## src/rtl/pseudo_pkg.sv

```systemverilog
// Shared definitions for the 8-bit Fibonacci LFSR generator (pseudo) and its
// reverse stepper (pseudo_rev): width, tap mask, FSM states and step functions.
package pseudo_pkg;

  localparam int LFSR_W = 8;

  // Taps at bits 7,5,4,3: x^8+x^6+x^5+x^4+1, maximal length 255.
  localparam logic [LFSR_W-1:0] TAPS = 8'hB8;

  typedef enum logic {
    IDLE = 1'b0,
    STEP = 1'b1
  } pseudo_state_e;

  function automatic logic [LFSR_W-1:0] lfsr_fwd(input logic [LFSR_W-1:0] q);
    return {q[LFSR_W-2:0], ^(q & TAPS)};
  endfunction

  // Undo one forward step: the new LSB was the feedback bit, so the lost MSB
  // is that bit XORed with the other taps, which now sit one position higher.
  function automatic logic [LFSR_W-1:0] lfsr_rev(input logic [LFSR_W-1:0] q);
    return {q[0] ^ (^(q[LFSR_W-1:1] & TAPS[LFSR_W-2:0])), q[LFSR_W-1:1]};
  endfunction

endpackage

```

## src/rtl/pseudo_edge.sv

```systemverilog
// Rising-edge detector whose history resets to 1, so a level already high
// when reset is released is not reported as an edge.
module pseudo_edge (
  input  logic clk,
  input  logic rst_n,
  input  logic sig,
  output logic rise
);

  logic sig_q;

  always_ff @(posedge clk or negedge rst_n) begin
    if (!rst_n) begin
      sig_q <= 1'b1;
    end else begin
      sig_q <= sig;
    end
  end

  assign rise = sig & ~sig_q;

endmodule

```

## src/rtl/pseudo_rev.sv

```systemverilog
// Reverse stepper for the pseudo LFSR: unwinds num_in by seq_num steps, one per
// clock, to recover the seed. Optional seed compare: define PSEUDO_REV_MATCH_EN.
module pseudo_rev
  import pseudo_pkg::*;
#(
  parameter int WIDTH = 8,
  parameter int CNT_W = 8
) (
  input  logic             clk,
  input  logic             rst_n,
  input  logic             start,
  input  logic [WIDTH-1:0] num_in,
  input  logic [CNT_W-1:0] seq_num,
`ifdef PSEUDO_REV_MATCH_EN
  input  logic [WIDTH-1:0] exp_seed,
  output logic             match,
`endif
  output logic [WIDTH-1:0] seed,
  output logic             busy,
  output logic             done,
  output logic             zero_err
);

  pseudo_state_e    fsm;
  logic [WIDTH-1:0] state_reg;
  logic [CNT_W-1:0] cnt;
  logic             start_rise;
  logic             launch;

  pseudo_edge u_edge (
    .clk  (clk),
    .rst_n(rst_n),
    .sig  (start),
    .rise (start_rise)
  );

  // The done cycle is already IDLE, so it is excluded explicitly: edges there are dropped.
  assign launch = start_rise && (fsm == IDLE) && !done;

  always_ff @(posedge clk or negedge rst_n) begin
    if (!rst_n) begin
      fsm       <= IDLE;
      state_reg <= '0;
      cnt       <= '0;
      seed      <= '0;
      busy      <= 1'b0;
      done      <= 1'b0;
      zero_err  <= 1'b0;
    end else begin
      done <= 1'b0;
      case (fsm)
        IDLE: begin
          if (launch) begin
            state_reg <= num_in;
            cnt       <= seq_num;
            zero_err  <= (num_in == '0);
            busy      <= 1'b1;
            fsm       <= STEP;
          end
        end
        STEP: begin
          if (cnt != '0) begin
            state_reg <= lfsr_rev(state_reg);
            cnt       <= cnt - CNT_W'(1);
          end else begin
            seed <= state_reg;
            done <= 1'b1;
            busy <= 1'b0;
            fsm  <= IDLE;
          end
        end
        default: fsm <= IDLE;
      endcase
    end
  end

`ifdef PSEUDO_REV_MATCH_EN
  logic [WIDTH-1:0] exp_q;

  // Compare is evaluated on the same edge that publishes seed, so match and
  // seed always describe the same completed operation.
  always_ff @(posedge clk or negedge rst_n) begin
    if (!rst_n) begin
      exp_q <= '0;
      match <= 1'b0;
    end else begin
      if (launch) begin
        exp_q <= exp_seed;
      end
      if (fsm == STEP && cnt == '0) begin
        match <= (state_reg == exp_q);
      end
    end
  end
`endif

endmodule

```

## config.mk

```make
export PLATFORM = sky130hd
export DESIGN_NAME = pseudo_rev
export DESIGN_NICKNAME = d
export VERILOG_FILES = /design/src/rtl/pseudo_pkg.sv /design/src/rtl/pseudo_edge.sv /design/src/rtl/pseudo_rev.sv
export SDC_FILE = /design/constraint.sdc
export NUM_CORES = 1
export LEC_CHECK = 0
export CAP_MARGIN = 10
export CORE_MARGIN = 5
export CORE_UTILIZATION = 40
export CTS_CLUSTER_SIZE = 24
export DETAILED_ROUTE_END_ITERATION = 10
export DONT_BUFFER_PORTS = 1
export GPL_TIMING_DRIVEN = 0
export PLACE_DENSITY = 0.51
export SLEW_MARGIN = 30
export SYNTH_ARGS = -nofsm -noshare
export SYNTH_HDL_FRONTEND = slang
export SYNTH_SLANG_ARGS = --single-unit
```

## constraint.sdc

```tcl
create_clock -name clk -period 4.75 [get_ports clk]
set_clock_uncertainty 0.05 [all_clocks]
set_input_delay 0.95 -clock clk [delete_from_list [all_inputs] [get_ports clk]]
set_output_delay 0.95 -clock clk [all_outputs]
set_load 0.005 [all_outputs]
```

==> impl_metrics.yaml <==
floorplanning:
  rows: 22
  start_util: 0.413
  core_um2: 3690
  die_h_um: 71.7
  dieArea_um2: 5140
  fp.dieW_um: 71.7
  ios: 30
synth:
  synth-edff-count: 0
  async_flop_share: 1.00
  synth_top_area_frac: 0.460
  synth_ff_type: "dfrtp_1"
  yosysTopAreaCell: "dfrtp_1"
  yosys-top-cells-area: "dfrtp_1 (46%), mux2i_1 (9.2%), mux2_2 (6.7%), o21ai_0 (3.3%), nand2_1 (3.2%)"
  synth_cells: 133
  yosysSeqAreaShare: 0.477
  synth.distinct_cells: 38
  synthesis.nets: 154
  yosysWarningCount: 0
  ys_seq_elements: 29
  syn_area_um2: 1520
  syn_area_per_cell_um2: 11.4
sta:
  finalHoldViolations: 0
  slew_viol_final: 0
  fin_crit_sh: 0.441
  rsz0062_at_grt: "no"
  worst_pin_slew_ns: 0.750
  period_needed_ns: 2.09
  slew-limit-headroom: 0.498
  setup-tns-final_ns: 0
  clock.fmax_mhz: 478
  setup_viol: 0
critical_path:
  critPathKind: "input port to flip-flop"
  ff2ff_path_depth: 5
  cp.arrival_ns: 2.22
  setup.worst_path.start_class: "input port"
  end_kind: "flip-flop"
  crit_fanout: 8
  required_ns: 4.87
clock_network:
  clk_latency_ns: 0.27
  htree_levels: 2
  cts_buffer_depth: 2
  cts_sinks: 29
  cts_resized: 0
  cts_setup_buffers: 0
  ctsHoldBuffers: 0
  cts.clk_slew.worst_paths_ns: 0.06
  clock-root-buffer: "clkbuf_8"
  cts_tree: "built"
  cts_buffers: 5
grt:
  grt_overflow: 0
  grt_pass1_vias: 1065
  grt_max_degree: 30
  antenna_found_initial: 0
  grt_pass1_wl_um: 5270
  globalRouteTotalUtil: 0.134
drt:
  first_iter_violations: 35
  drtAntennaViolNets: 0
  drt_pre_antenna_iters: 4
  drc_errors: 0
  dr_total_vias: 979
  routed_wl_um: 3090
  via_per_inst: 5.18
  wl_per_cell_um: 16.4
cells_and_area:
  final_util: 0.461
  diodes: 0
  area_growth_pct: 11.6
  drive_gt1_frac: 0.213
  fin_nets: 161
placement:
  dp_hpwl_um: 2340
  portBuffers: 0
  gp_congestion: 0.724
run_status:
  run_status: "complete, no violations"
min_path:
  hold_path.class: "input port to async pin"
job:
  max_cap_violations: 0
pwr:
  ir_drop_mv: 0.241
  p_leak_nw: 0.793
  power_per_cell_area_nw_per_um2: 565
==> final timing paths <==
check / start / end / slack, ns
max in group asynchronous: rst_n / u_edge.sig_q / 4.15
worst max register to register: cnt[0] / seed[4] / 2.67
min in group clk: cnt[5] / cnt[5] / 0.46
worst min register to register: cnt[5] / cnt[5] / 0.46
worst min-delay path: rst_n / busy / 0.32
worst max-delay path: start / cnt[5] / 2.66
==> layout make-up <==
type	count	area [µm²]
Fill cell	347	1990
Sequential cell	29	727
Multi-Input combinational cell	91	721
Clock buffer	7	86.3
Tap cell	48	60.1
Buffer	6	48.8
Clock inverter	1	30.0
Inverter	7	26.3
==> through the flow <==
step / std cells / power (mW) / setup slack, ns / hold slack (ns) / cell area [µm²]
6_report: 189 / 0.959 / 2.66 / 0.315 / 1700
3_3_place_gp: 181 / 0.695 / 2.41 / 0.441 / 1580
4_1_cts: 189 / 0.973 / 2.64 / 0.301 / 1700
2_1_floorplan: 133 / 0.642 / 2.61 / 0.409 / 1520
3_5_place_dp: 181 / 0.708 / 2.34 / 0.448 / 1580
5_1_grt: 189 / 1.03 / 2.56 / 0.297 / 1700
==> synth_stat cells, types with 2 or more instances <==
library cell / number
a211oi_1: 2
a21oi_1: 3
buf_6: 3
clkbuf_1: 2
dfrtp_1: 28
ha_1: 2
inv_1: 7
mux2_2: 9
mux2i_1: 14
nand2_1: 13
nor2_1: 6
nor3_1: 2
nor3b_1: 2
nor4_1: 2
o21ai_0: 10
o22ai_1: 2
or4_1: 2
xnor2_1: 3
xor2_1: 2
==> cells in the final DEF (no fill, tap or decap), types with 2 or more instances in the layout <==
cell       n
dfrtp_1   28
mux2i_1   14
nand2_1   13
o21ai_0   10
mux2_2     9
inv_1      7
nor2_1     6
clkbuf_8   6
buf_6      3
clkbuf_1   3
a21oi_1    3
xnor2_1    3
or4_1      2
a211oi_1   2
nor3b_1    2
nor3_1     2
xor2_1     2
o22ai_1    2
nor4_1     2
ha_1       2
==> where the power goes <==
part / internal (mW) / total (mW) / switching, mW
logic: 0.141 / 0.265 / 0.124
registers: 0.335 / 0.435 / 0.0996
clock network: 0.171 / 0.260 / 0.0889
total: 0.647 / 0.959 / 0.312
==> per-layer routing <==
metal	global-route usage	vias up	part of all wire
li1	-	489	-
met1	0.169	462	0.46
met2	0.198	23	0.45
met3	0.0519	5	0.080
met4	0.0689	0	0.015
met5	0	-	0
==> worst max-delay path: stages <==
cell and delay (ns):
nor3b_2 0.61, o22ai_4 0.18, and2b_2 0.24, a311oi_1 0.25
==> cells by family after synthesis <==
logic type	count (synthesis)	share of synthesized area
simple gates	37	0.165
flops	29	0.477
compound gates	24	0.104
mux	23	0.159
buf+inv	13	0.0493
xor+xnor	5	0.0288
fa+ha+maj	2	0.0164
Note: power is estimated with default switching activity, not from simulation.
